**config.mk**
```make
export PLATFORM = sky130hd
export DESIGN_NAME = rgb_word_pack_flat
export DESIGN_NICKNAME = d
export VERILOG_FILES = /design/src/rtl/rgb_pkg.sv /design/src/rtl/rgb_word_pack_if.sv /design/src/rtl/rgb_strobe_rise.sv /design/src/rtl/rgb_word_pack.sv /design/src/flat_wrapper.sv
export SDC_FILE = /design/constraint.sdc
export NUM_CORES = 1
export LEC_CHECK = 0
export ABC_AREA = 1
export BUFFER_PORTS_ARGS = -buffer_cell sky130_fd_sc_hd__buf_2
export CAP_MARGIN = 20
export CORE_ASPECT_RATIO = 1.25
export CORE_MARGIN = 1.5
export CORE_UTILIZATION = 40
export CTS_BUF_LIST = sky130_fd_sc_hd__clkbuf_4 sky130_fd_sc_hd__clkbuf_8
export DETAILED_ROUTE_END_ITERATION = 10
export SYNTH_ARGS = -nofsm -noshare
export SYNTH_HDL_FRONTEND = slang
export SYNTH_SLANG_ARGS = --single-unit
```
**constraint.sdc**
```tcl
create_clock -name clk -period 1.92 [get_ports clk]
set_input_delay 0.288 -clock clk [delete_from_list [all_inputs] [get_ports clk]]
set_output_delay 0.288 -clock clk [all_outputs]
set_load 0.01 [all_outputs]
```
**src/rtl/rgb_pkg.sv**
```systemverilog
`default_nettype none
// ============================================================================
// Module   : rgb_pkg
// Purpose  : LED word format shared by rgb_word_pack and the serial output stage.
// Revision : 1.0
// ============================================================================
package rgb_pkg;

    localparam int BNUM_VALID        = 31;
    localparam int BNUM_STREAM_RESET = 30;
    localparam int BNUM_G_MSB        = 23;
    localparam int BNUM_G_LSB        = 16;
    localparam int BNUM_R_MSB        = 15;
    localparam int BNUM_R_LSB        = 8;
    localparam int BNUM_B_MSB        = 7;
    localparam int BNUM_B_LSB        = 0;

    localparam int          LED_BITS          = 24;
    localparam logic [31:0] STREAM_RESET_WORD = 32'hC000_0000;

    typedef enum logic [0:0] {
        S_IDLE = 1'b0,
        S_PEND = 1'b1
    } pack_state_e;

    // GRB pixel arrives MSB-first, so the oldest bit sits in G[7].
    function automatic logic [31:0] make_data_word(input logic [23:0] grb);
        logic [31:0] w;
        w                          = '0;
        w[BNUM_VALID]              = 1'b1;
        w[BNUM_STREAM_RESET]       = 1'b0;
        w[BNUM_G_MSB:BNUM_G_LSB]   = grb[23:16];
        w[BNUM_R_MSB:BNUM_R_LSB]   = grb[15:8];
        w[BNUM_B_MSB:BNUM_B_LSB]   = grb[7:0];
        return w;
    endfunction

endpackage
`default_nettype wire

```
**src/rtl/rgb_word_pack_if.sv**
```systemverilog
`default_nettype none
// ============================================================================
// Module   : rgb_word_pack_if
// Purpose  : Decoder event inputs and FIFO write port of rgb_word_pack.
//            Optional macro: RGB_WORD_PACK_STATS_EN adds out_led_count.
// Revision : 1.0
// ============================================================================
interface rgb_word_pack_if;

    logic        in_strobe;
    logic        in_stream_reset;
    logic        in_sbit_value;
    logic        in_wr_fifo_full;
    logic        out_wr_fifo_en;
    logic [31:0] out_wr_fifo_data;
    logic        out_overflow;
    logic        out_frame_err;
`ifdef RGB_WORD_PACK_STATS_EN
    logic [15:0] out_led_count;
`endif

    modport master (
        output in_strobe, in_stream_reset, in_sbit_value, in_wr_fifo_full,
        input  out_wr_fifo_en, out_wr_fifo_data, out_overflow, out_frame_err
`ifdef RGB_WORD_PACK_STATS_EN
        , input out_led_count
`endif
    );

    modport slave (
        input  in_strobe, in_stream_reset, in_sbit_value, in_wr_fifo_full,
        output out_wr_fifo_en, out_wr_fifo_data, out_overflow, out_frame_err
`ifdef RGB_WORD_PACK_STATS_EN
        , output out_led_count
`endif
    );

endinterface
`default_nettype wire

```
**src/rtl/rgb_strobe_rise.sv**
```systemverilog
`default_nettype none
// ============================================================================
// Module   : rgb_strobe_rise
// Purpose  : One event per decoder strobe, on the first cycle it is seen high.
// Revision : 1.0
// ============================================================================
module rgb_strobe_rise (
    input  wire logic clk,
    input  wire logic rst,
    input  wire logic i_strobe,
    output logic      o_event
);

    logic strobe_d_q;
    logic strobe_d_d;

    always_comb begin
        strobe_d_d = i_strobe;
    end

    always_ff @(posedge clk) begin
        if (rst) begin
            strobe_d_q <= 1'b0;
        end else begin
            strobe_d_q <= strobe_d_d;
        end
    end

    assign o_event = i_strobe & ~strobe_d_q;

endmodule
`default_nettype wire

```
**src/rtl/rgb_word_pack.sv**
```systemverilog
`default_nettype none
// ============================================================================
// Module   : rgb_word_pack
// Purpose  : Packs decoded WS2812b bit events into 32-bit FIFO words.
//            Optional macro: RGB_WORD_PACK_STATS_EN (out_led_count).
// Revision : 1.0
// ============================================================================
module rgb_word_pack
    import rgb_pkg::*;
#(
    parameter int BITS_PER_LED = 24
) (
    input  wire logic       clk,
    input  wire logic       rst,
    rgb_word_pack_if.slave  bus
);

    if (BITS_PER_LED != LED_BITS) begin : g_bad_width
        $error("rgb_word_pack: only BITS_PER_LED = 24 is supported");
    end

    logic        evt;

    logic [23:0] shreg_q,        shreg_d;
    logic [4:0]  bit_cnt_q,      bit_cnt_d;
    logic        last_was_rst_q, last_was_rst_d;
    pack_state_e state_q,        state_d;
    logic        wr_en_q,        wr_en_d;
    logic [31:0] wr_data_q,      wr_data_d;
    logic        overflow_q,     overflow_d;
    logic        frame_err_q,    frame_err_d;

    logic        new_word_vld;
    logic [31:0] new_word;

    rgb_strobe_rise u_strobe_rise (
        .clk      (clk),
        .rst      (rst),
        .i_strobe (bus.in_strobe),
        .o_event  (evt)
    );

    always_comb begin
        shreg_d        = shreg_q;
        bit_cnt_d      = bit_cnt_q;
        last_was_rst_d = last_was_rst_q;
        state_d        = state_q;
        wr_en_d        = 1'b0;
        wr_data_d      = wr_data_q;
        overflow_d     = overflow_q;
        frame_err_d    = frame_err_q;
        new_word_vld   = 1'b0;
        new_word       = '0;

        if (evt) begin
            if (bus.in_stream_reset) begin
                if (bit_cnt_q != 5'd0) begin
                    shreg_d     = '0;
                    bit_cnt_d   = 5'd0;
                    frame_err_d = 1'b1;
                end
                // Back-to-back line resets collapse into a single marker word.
                if (!last_was_rst_q) begin
                    new_word_vld   = 1'b1;
                    new_word       = STREAM_RESET_WORD;
                    last_was_rst_d = 1'b1;
                end
            end else begin
                shreg_d = {shreg_q[22:0], bus.in_sbit_value};
                if (bit_cnt_q == 5'(LED_BITS - 1)) begin
                    new_word_vld   = 1'b1;
                    new_word       = make_data_word(shreg_d);
                    bit_cnt_d      = 5'd0;
                    last_was_rst_d = 1'b0;
                end else begin
                    bit_cnt_d = bit_cnt_q + 5'd1;
                end
            end
        end

        case (state_q)
            S_IDLE: begin
                if (new_word_vld) begin
                    wr_data_d = new_word;
                    state_d   = S_PEND;
                end
            end
            S_PEND: begin
                if (!bus.in_wr_fifo_full) begin
                    wr_en_d = 1'b1;
                    state_d = S_IDLE;
                end
                // Only one slot: a word arriving while one waits is lost.
                if (new_word_vld) begin
                    overflow_d = 1'b1;
                end
            end
            default: begin
                state_d = S_IDLE;
            end
        endcase
    end

    always_ff @(posedge clk) begin
        if (rst) begin
            shreg_q        <= '0;
            bit_cnt_q      <= 5'd0;
            last_was_rst_q <= 1'b0;
            state_q        <= S_IDLE;
            wr_en_q        <= 1'b0;
            wr_data_q      <= '0;
            overflow_q     <= 1'b0;
            frame_err_q    <= 1'b0;
        end else begin
            shreg_q        <= shreg_d;
            bit_cnt_q      <= bit_cnt_d;
            last_was_rst_q <= last_was_rst_d;
            state_q        <= state_d;
            wr_en_q        <= wr_en_d;
            wr_data_q      <= wr_data_d;
            overflow_q     <= overflow_d;
            frame_err_q    <= frame_err_d;
        end
    end

    assign bus.out_wr_fifo_en   = wr_en_q;
    assign bus.out_wr_fifo_data = wr_data_q;
    assign bus.out_overflow     = overflow_q;
    assign bus.out_frame_err    = frame_err_q;

`ifdef RGB_WORD_PACK_STATS_EN
    logic [15:0] led_count_q, led_count_d;

    always_comb begin
        led_count_d = led_count_q;
        if (wr_en_d) begin
            if (wr_data_q[BNUM_STREAM_RESET]) begin
                led_count_d = 16'd0;
            end else if (led_count_q != 16'hFFFF) begin
                led_count_d = led_count_q + 16'd1;
            end
        end
    end

    always_ff @(posedge clk) begin
        if (rst) begin
            led_count_q <= 16'd0;
        end else begin
            led_count_q <= led_count_d;
        end
    end

    assign bus.out_led_count = led_count_q;
`endif

endmodule
`default_nettype wire

```
**src/flat_wrapper.sv**
```systemverilog
// flat-port wrapper written by rule: the top's interface ports become plain ports
module rgb_word_pack_flat import rgb_pkg::*;
#(
    parameter int BITS_PER_LED = 24
)
  (clk, rst, bus_in_strobe, bus_in_stream_reset, bus_in_sbit_value, bus_in_wr_fifo_full, bus_out_wr_fifo_en, bus_out_wr_fifo_data, bus_out_overflow, bus_out_frame_err);
  rgb_word_pack_if bus_i ();
  input  wire logic clk;
  input  wire logic rst;
  input wire logic [$bits(bus_i.in_strobe)-1:0] bus_in_strobe;
  input wire logic [$bits(bus_i.in_stream_reset)-1:0] bus_in_stream_reset;
  input wire logic [$bits(bus_i.in_sbit_value)-1:0] bus_in_sbit_value;
  input wire logic [$bits(bus_i.in_wr_fifo_full)-1:0] bus_in_wr_fifo_full;
  output wire logic [$bits(bus_i.out_wr_fifo_en)-1:0] bus_out_wr_fifo_en;
  output wire logic [$bits(bus_i.out_wr_fifo_data)-1:0] bus_out_wr_fifo_data;
  output wire logic [$bits(bus_i.out_overflow)-1:0] bus_out_overflow;
  output wire logic [$bits(bus_i.out_frame_err)-1:0] bus_out_frame_err;
  assign bus_i.in_strobe = bus_in_strobe;
  assign bus_i.in_stream_reset = bus_in_stream_reset;
  assign bus_i.in_sbit_value = bus_in_sbit_value;
  assign bus_i.in_wr_fifo_full = bus_in_wr_fifo_full;
  assign bus_out_wr_fifo_en = bus_i.out_wr_fifo_en;
  assign bus_out_wr_fifo_data = bus_i.out_wr_fifo_data;
  assign bus_out_overflow = bus_i.out_overflow;
  assign bus_out_frame_err = bus_i.out_frame_err;
  rgb_word_pack #(.BITS_PER_LED(BITS_PER_LED)) u_core (.clk(clk), .rst(rst), .bus(bus_i));
endmodule
```
# Word level (Yosys, flattened, before mapping)
# Index checks and enable logic that the tools add are counted.
[classes] bitwise_logic=3 mux=19 addsub=1 n_reduce_logical=8 eq_ne=2
[op_table] operator="$mux W32" count=4
[op_table] operator="$mux W23" count=2
[op_table] operator="$mux W5" count=3
[op_table] operator="$mux W1" count=9
[op_table] operator="$reduce_and A2 Y1" count=4
[op_table] operator="$add A5 B1 Y5 const B" count=1
[op_table] operator="$eq A5 B5 Y1 const B" count=1
[op_table] operator="$reduce_bool A5 Y1" count=1
[op_table] operator="$reduce_and A3 Y1" count=1
[op_table] operator="$ne A2 B1 Y1 const B" count=1
[op_table] operator="$not A1 Y1" count=2
[op_table] operator="$pmux W1 S2" count=1
[op_table] operator="$reduce_bool A2 Y1" count=1
[op_table] operator="$reduce_or A2 Y1" count=1
[op_table] operator="$and A1 B1 Y1" count=1
[totals] ff_bits=66

# Depth between registers and ports, before layout
# Gate-level depths: netlist of run 1.
[logic_depth] word_depth=6 ltp_mapped=10

# Modules after synthesis
# From an unflattened synthesis of run 1, not the netlist that was laid out.
[unflattened] cells_unflattened=398 hier_area_um2=2712.6
[by_module_without_submodules] module="rgb_word_pack" area_per_inst_um2=2681.3 cells_each=394 n_inst=1
[by_module_without_submodules] module="rgb_strobe_rise" area_per_inst_um2=31.3 cells_each=4 n_inst=1

# Worst setup path before layout of run 1
# OpenSTA, ideal clock, no wires.
[synth_timing] path_kind="register -> register" start="register u_core.bit_cnt_q[0]" end="register u_core.wr_data_q[11], in the netlist u_core.bus.out_wr_fifo_data[11]" synth_period_minus_slack_ns=1.398 slack_ns=0.522 required_ns=1.807 arrival_time_ns=1.284 setup_time_ns=0.113 stages_incl_launch_ff=11 path_cell_list="dfxtp_1 -> ha_1 -> nand2_1 -> nor2_2 -> nand2_2 -> nand2_4 -> buf_12 -> buf_12 -> nand3_2 -> nand2_1 -> nor2_2"
[synth_via] elab_chain_cells=5 word_cells_on_any_way=8
[synth_rtl] item="start: declaration" line_no="rgb_word_pack.sv:25" source="logic [4:0] bit_cnt_q, bit_cnt_d;"
[synth_rtl] item="start signal: assignment" line_no="rgb_word_pack.sv:116" source="bit_cnt_q <= bit_cnt_d;"
[synth_rtl] item="$eq A5 B5 Y1 *" line_no="rgb_word_pack.sv:70" source="if (bit_cnt_q == 5'(LED_BITS - 1)) begin"
[synth_rtl] item="$mux W1" line_no="rgb_word_pack.sv:70"
[synth_rtl] item="$mux W1" line_no="rgb_word_pack.sv:56" source="if (bus.in_stream_reset) begin"
[synth_rtl] item="$mux W1" line_no="rgb_word_pack.sv:55" source="if (evt) begin"
[synth_rtl] item="$reduce_and A2 Y1 (no source line)"
[synth_rtl] item="end signal: assignment" line_no="rgb_word_pack.sv:120" source="wr_data_q <= wr_data_d;"
[synth_rtl] item="end: declaration" line_no="rgb_word_pack.sv:29" source="logic [31:0] wr_data_q, wr_data_d;"
# Every way passes the cells marked *; elsewhere a longest branch is shown, timed or not.
# A chain may end at the register's enable or synchronous reset.

# Final worst setup path of run 1
[layout_timing] start="register u_core.bit_cnt_q[0]" end="register u_core.wr_data_q[1], in the netlist u_core.bus.out_wr_fifo_data[1]"
# The elaborated chain is that of the path after synthesis.

==> results.py, run 1 <==
metrics = {
    "run_status": {
        "outcome": "finished, final reports clean",
    },
    "clocking": {
        "tritoncts_clock_tree": "yes",
        "worstSkewPairLatency_ns": 0.34,
        "cts.reportedPaths.clkPinSlew_ns": 0.07,
        "postCtsHoldBufs": 0,
        "clock-sinks": 60,
        "max-clock-path-buffers": 2,
        "cts_resized": 0,
        "clockRootBuffer": "clkbuf_8",
        "number_of_setup_buffers_added_after_cts": 0,
        "htreeDepth": 3,
        "cts_inserted_buffers": 9,
    },
    "grt": {
        "first_global_vias": 2387,
        "grt_use_total_pct": 16.9,
        "maximum_number_of_pins_on_one_net_before_global_route_repair": 39,
        "global_route_wire_length_before_repair_mm": 10.6,
        "number_of_antenna_violations_at_the_first_check_in_global_routing": 0,
        "grt_remaining_overflow": 0,
    },
    "cells_and_area": {
        "most-common-layout-cells": "nand2_1, dfxtp_1, nor2_1",
        "num_antenna_cells": 0,
        "final_layout_size_suffix_gt1_share_pct": 22.3,
        "filler_cell_count": 752,
        "most_frequent_standard_cell_in_the_layout_excluding_fill_and_tap_cells": "nand2_1",
        "post_route_utilization_pct": 46.6,
        "flow.area_growth_from_synthesis_pct": 11.8,
        "final_nets": 438,
    },
    "logic_synthesis": {
        "synth_seq_cells": 60,
        "avgSynthCellArea_sq_um": 7.31,
        "synth_adder_area_share_pct": 0.849,
        "synth_seq_area_share_pct": 40.8,
        "number_of_distinct_library_cell_variants_in_the_gate_level_netlist_after_synthesis": 25,
        "synth-xor-area-share_pct": 0,
        "synth.mux.area_fraction_pct": 0,
        "synth_largest_type_area_fraction_pct": 40.8,
        "largest_family_of_logic_cells_by_synthesized_area": "simple AND/OR/NAND/NOR gates",
        "synth.yosys.warnings": 0,
        "synthDominantAreaCellType": "dfxtp_1",
        "mapped_cell_area_sq_mm": 0.00295,
        "synth_cells": 403,
        "share_of_the_synthesized_area_in_compound_gates_ao_oa_aoi_oai_pct": 9.85,
        "synth_simple_gate_area_share_pct": 34.0,
        "synth.area.top_cells": "dfxtp_1, nand2_1, nor2_1",
    },
    "routing": {
        "drc": 0,
        "drt-initial-drc-count": 190,
        "drt_pre_antenna_iters": 4,
        "ant_nets": 0,
        "route.vias.total": 2487,
        "routedWlPerCell_microns": 11.5,
        "drt-vias-per-instance": 4.74,
        "wl_mm": 6.02,
    },
    "sta": {
        "slew_viol_final": 0,
        "finalHoldViolations": 0,
        "maxClockFrequency_mhz": 611,
        "rsz_0062_raised_after_global_routing": "false",
        "fin_setup_tns_ns": 0,
        "setup_violations": 0,
        "crit_share_post_route_pct": 85.3,
        "finalWorstPathRequiredPeriod_ns": 1.64,
        "layout_skew_ns": 0.00844,
    },
    "worst_setup_path": {
        "path_buf_inv": 1,
        "cp-start-kind": "flip-flop",
        "cpLargestDelayFamily": "simple AND/OR/NAND/NOR gates",
        "worstRegToRegCells": 8,
        "timing.critical_path.mode_cell": "nor2_1",
        "critical_path_peak_fanout": 19,
        "critical_path_cell_count": 8,
        "category_of_the_worst_setup_path_capture_point": "flip-flop",
        "crit_path_top_delay_cell": "dfxtp_1",
        "setup.worst_path.class": "reg -> reg",
        "critical_path_arrival_ns": 1.92,
        "cp_cell_sequence": "ha_1 > nand2_1 > nor2_2 > buf_4 > nand2_1 > nor2_1 > nor2_1 > nor2_1",
        "crit_required_ns": 2.20,
        "timing.critical_path.slowest_cell_delay_ns": 0.38,
    },
    "placed_design": {
        "routabilityCongestion": 0.760,
        "dp_hpwl_mm": 4.02,
        "placement.io_buffers": 34,
    },
    "worst_hold_path": {
        "hold_class": "in -> reg",
        "whs_path_depth": 2,
    },
    "die": {
        "rows": 34,
        "initial_core_utilization_pct": 41.7,
        "io_pins": 41,
        "die-height_microns": 99.0,
        "placeableCoreArea_sq_mm": 0.00706,
        "die_area_sq_mm": 0.00789,
        "die_outline_width_microns": 79.8,
    },
    "pwr": {
        "max-vdd-ir-drop_mv": 0.346,
        "power_leakage_nw": 1.39,
        "power.density_mw_per_mm2": 852,
    },
    "run": {
        "number_of_max_capacitance_violations_reported": 0,
    },
}
[power breakdown]
part	switching, mW	internal (mW)	total, mW
logic	0.206	0.114	0.321
registers	0.0233	1.29	1.31
clock network	0.494	0.680	1.17
total	0.724	2.08	2.81
[worst reg2reg max path, stage by stage, from the launching register on]
cell,delay [ns]
dfxtp_1,0.38
ha_1,0.19
nand2_1,0.08
nor2_2,0.15
buf_4,0.25
nand2_1,0.23
nor2_1,0.16
nor2_1,0.06
nor2_1,0.09
[stage by stage]
step	worst slack, ns	instances	hold WS (ns)	power [mW]	cell area [sq um]
floorplan	0.522	408	0.365	1.60	2970
global placement	0.303	509	0.439	1.66	3090
detailed placement	0.295	509	0.447	1.66	3090
CTS	0.276	525	0.123	2.83	3290
global route	0.0655	525	0.141	2.93	3290
finish	0.282	525	0.129	2.81	3290
[path summary, 6_finish.rpt]
| check | startpoint | to | slack (ns) |
|---|---|---|---|
| max reg2reg | u_core.bit_cnt_q[0] | u_core.bus.out_wr_fifo_data[1] | 0.28 |
| min | bus_in_wr_fifo_full | u_core.bus.out_wr_fifo_en | 0.13 |
| max | u_core.bit_cnt_q[0] | u_core.bus.out_wr_fifo_data[1] | 0.28 |
| min reg2reg | u_core.bus.out_wr_fifo_data[31] | u_core.bus.out_wr_fifo_data[31] | 0.45 |
[final cells by class]
cell class | instances | area, sq um | share of cell area (%)
multi-input combinational | 275 | 1340 | 40.7
sequential | 60 | 1200 | 36.5
timing repair buffer | 44 | 283 | 8.59
clock buffer | 12 | 159 | 4.83
inverter | 40 | 150 | 4.56
tap | 90 | 113 | 3.42
clock inverter | 4 | 47.5 | 1.44
[state kept, by name, summed over array words and instances, names as in the netlist]
register,count
u_core.last_was_rst_q,1
u_core.bus.out_wr_fifo_en,1
u_core.bit_cnt_q,5
u_core.bus.out_wr_fifo_data,26
u_core.bus.out_overflow,1
u_core.state_q,1
u_core.shreg_q,23
u_core.u_strobe_rise.strobe_d_q,1
u_core.bus.out_frame_err,1
[synth_stat cells]
| cell type | n |
|---|---|
| a21oi_1 | 36 |
| a21oi_2 | 12 |
| buf_12 | 4 |
| buf_2 | 6 |
| buf_4 | 10 |
| buf_6 | 4 |
| clkbuf_1 | 8 |
| clkbuf_8 | 1 |
| conb_1 | 1 |
| dfxtp_1 | 60 |
| ha_1 | 2 |
| inv_1 | 38 |
| inv_2 | 2 |
| nand2_1 | 97 |
| nand2_2 | 3 |
| nand2_4 | 3 |
| nand3_1 | 38 |
| nand3_2 | 11 |
| nand3b_1 | 1 |
| nand4_1 | 1 |
| nand4_4 | 1 |
| nor2_1 | 57 |
| nor2_2 | 5 |
| nor3_1 | 1 |
| o21ai_0 | 1 |
[kinds of logic after synthesis]
logic type,count (synthesis)
other,1
and+or+nand+nor,218
AOI/OAI and AO/OA,49
DFF,60
adders and majority gates,2
buffers and inverters,73
[routing by layer]
layer / vias to the layer above / global-route usage (%) / part of all wire [%]
li1: 1296 / - / -
met1: 1144 / 19.9 / 46
met2: 36 / 28.6 / 48
met3: 11 / 3.80 / 3.7
met4: 0 / 7.96 / 2.2
met5: - / 0 / 0
Note: power is estimated with default switching activity, not from simulation.
==> run 2: changes to the inputs <==
--- a/config.mk
+++ b/config.mk
@@ -5,7 +5,6 @@
 export SDC_FILE = /design/constraint.sdc
 export NUM_CORES = 1
 export LEC_CHECK = 0
-export ABC_AREA = 1
 export BUFFER_PORTS_ARGS = -buffer_cell sky130_fd_sc_hd__buf_2
 export CAP_MARGIN = 20
 export CORE_ASPECT_RATIO = 1.25
==> results.py, run 2 <==
metrics = {
    "logic_synthesis": {
        "synth_cells": 235,
        "post-synth-top-count-cell": "dfxtp_1",
        "avgSynthCellArea_sq_um": 10.1,
        "synth_seq_cells": 60,
        "synth_largest_type_area_fraction_pct": 50.7,
        "number_of_distinct_library_cell_variants_in_the_gate_level_netlist_after_synthesis": 35,
        "synthArstFlopShare_pct": 0,
        "synth.area.top_cells": "dfxtp_1, a22o_1, a22oi_1",
        "synth.yosys.warnings": 0,
        "mapped_cell_area_sq_mm": 0.00237,
        "ys.flop_type": "dfxtp_1",
        "commonest_cells_in_the_synthesized_netlist": "dfxtp_1, a21oi_1, nand3_1",
        "synth_edf_count": 0,
        "synth_seq_area_share_pct": 50.7,
        "synthDominantAreaCellType": "dfxtp_1",
    },
    "placed_design": {
        "dp_hpwl_mm": 3.14,
        "placed_cells_incl_taps": 324,
        "routabilityCongestion": 0.775,
        "placement.io_buffers": 34,
    },
    "die": {
        "initial_core_utilization_pct": 41.2,
        "placeableCoreArea_sq_mm": 0.00574,
        "die_outline_width_microns": 71.8,
        "die_area_sq_mm": 0.00639,
        "die-height_microns": 89.0,
        "io_pins": 41,
        "rows": 31,
    },
    "cells_and_area": {
        "most_frequent_standard_cell_in_the_layout_excluding_fill_and_tap_cells": "dfxtp_1",
        "most-common-layout-cells": "dfxtp_1, buf_2, a21oi_1",
        "multi_input_area_sq_mm": 0.00102,
        "final_nets": 278,
        "flow.area_growth_from_synthesis_pct": 17.0,
        "filler_cell_count": 573,
        "largest_register_ffs": 26,
        "area.sequential_sq_mm": 0.00120,
        "final_layout_size_suffix_gt1_share_pct": 24.0,
        "fin_cells": 341,
        "num_antenna_cells": 0,
    },
    "routing": {
        "drc": 0,
        "routedWlPerCell_microns": 15.0,
        "ant_nets": 0,
        "route.vias.total": 1939,
        "wl_mm": 5.12,
        "drt-vias-per-instance": 5.69,
        "drt_pre_antenna_iters": 6,
        "drt-initial-drc-count": 170,
    },
    "worst_setup_path": {
        "critical_path_peak_fanout": 24,
        "critical_path_arrival_ns": 2.02,
        "cp-start-kind": "flip-flop",
        "category_of_the_worst_setup_path_capture_point": "flip-flop",
        "setup.worst_path.class": "reg -> reg",
        "slack_of_the_worst_reg_to_reg_path_ns": 0.18,
        "crit_path_start": "u_core.bit_cnt_q[1]",
        "reg_to_reg_critical_path_startpoint": "u_core.bit_cnt_q[1]",
        "crit_required_ns": 2.20,
    },
    "clocking": {
        "htreeDepth": 3,
        "worstSkewPairLatency_ns": 0.34,
        "cts_inserted_buffers": 9,
        "clockRootBuffer": "clkbuf_8",
        "clock-sinks": 60,
        "cts_resized": 0,
        "max-clock-path-buffers": 2,
        "cts.reportedPaths.clkPinSlew_ns": 0.06,
        "tritoncts_clock_tree": "yes",
    },
    "grt": {
        "first_global_vias": 1616,
        "number_of_antenna_violations_at_the_first_check_in_global_routing": 0,
        "grt_remaining_overflow": 0,
        "grt_use_total_pct": 17.2,
        "maximum_number_of_pins_on_one_net_before_global_route_repair": 28,
        "global_route_wire_length_before_repair_mm": 8.36,
    },
    "pwr": {
        "power.density_mw_per_mm2": 884,
        "power_leakage_nw": 1.07,
        "finalPower_mw": 2.45,
        "max-vdd-ir-drop_mv": 0.376,
    },
    "run_status": {
        "outcome": "finished, final reports clean",
    },
    "sta": {
        "max_slew.worst_pin.slew_ns": 0.550,
        "layout_skew_ns": 0.00592,
        "rsz_0062_raised_after_global_routing": "false",
        "fin_setup_tns_ns": 0,
        "crit_share_post_route_pct": 90.4,
        "finalWorstPathRequiredPeriod_ns": 1.74,
        "maxClockFrequency_mhz": 576,
        "setup_violations": 0,
        "finalHoldViolations": 0,
        "slew_viol_final": 0,
        "max_slew_margin_pct": 62.8,
    },
    "run": {
        "number_of_max_capacitance_violations_reported": 0,
    },
    "worst_hold_path": {
        "hold_class": "in -> reg",
        "hold_start": "bus_in_wr_fifo_full",
    },
}
==> run 2: final timing paths <==
kind | endpoint | depth (start not counted)
max | u_core.bus.out_wr_fifo_data[6] | 5
max reg2reg | u_core.bus.out_wr_fifo_data[6] | 5
min | u_core.bus.out_wr_fifo_en | 2
min reg2reg | u_core.bus.out_wr_fifo_data[31] | 2
==> run 2: cell type report <==
class	instances	share of cell area, %
flip-flops and latches	60	43.4
multi-input cells	149	37.0
repair buffers	45	9.58
clock buffers	12	5.51
well taps	66	2.98
clock inverters	4	0.904
inverters	5	0.678
==> run 2: logic make-up (layout without fill, tap and decap cells) <==
family / count (synthesis) / count (layout) / synth area share [%]
adders and majority gates: 2 / 2 / 1.06
DFF: 60 / 60 / 50.7
muxes: 2 / 2 / 0.899
buffers and inverters: 31 / 66 / 6.82
other: 1 / 6 / 0.158
and+or+nand+nor: 46 / 46 / 13.1
AOI/OAI and AO/OA: 93 / 93 / 27.2
==> run 2: layer usage <==
metal | routed length (microns) | GRT usage (%) | up-vias
met1 | 2450 | 23.4 | 929
met3 | 256 | 4.85 | 4
met4 | 53 | 9.78 | 0
met2 | 2360 | 24.6 | 59
met5 | 0 | 0 | -
li1 | - | - | 947
==> run 2: worst max-delay path, cell delays in order (launching register included) <==
cell and delay, ns:
dfxtp_1 0.41, ha_1 0.29, nand4b_1 0.24, nor4b_4 0.36
buf_12 0.20, a22o_1 0.16
==> run 2: report_power, final <==
part	total (mW)	internal, mW	switching, mW
Combinational	0.158	0.0511	0.107
Clock	1.02	0.527	0.491
Sequential	1.27	1.26	0.0129
Total	2.45	1.84	0.611
==> run 2: timing repair <==
item,4_1_cts,5_1_grt
setup endpoints to repair,0,24
buffers inserted,0,1
hold buffers,0,0
endpoints found under the hold margin,0,0
==> run 2: metrics by stage <==
| stage | hold slack [ns] | worst slack (ns) | cell area [sq um] | util (%) |
|---|---|---|---|---|
| floorplan | 0.359 | 0.264 | 2390 | - |
| global placement | 0.432 | 0.217 | 2580 | 45.0 |
| detailed placement | 0.436 | 0.150 | 2580 | 45.0 |
| CTS | 0.0994 | 0.136 | 2760 | 48.1 |
| global route | 0.125 | 0.0338 | 2770 | 48.2 |
| finish | 0.112 | 0.185 | 2770 | 48.2 |
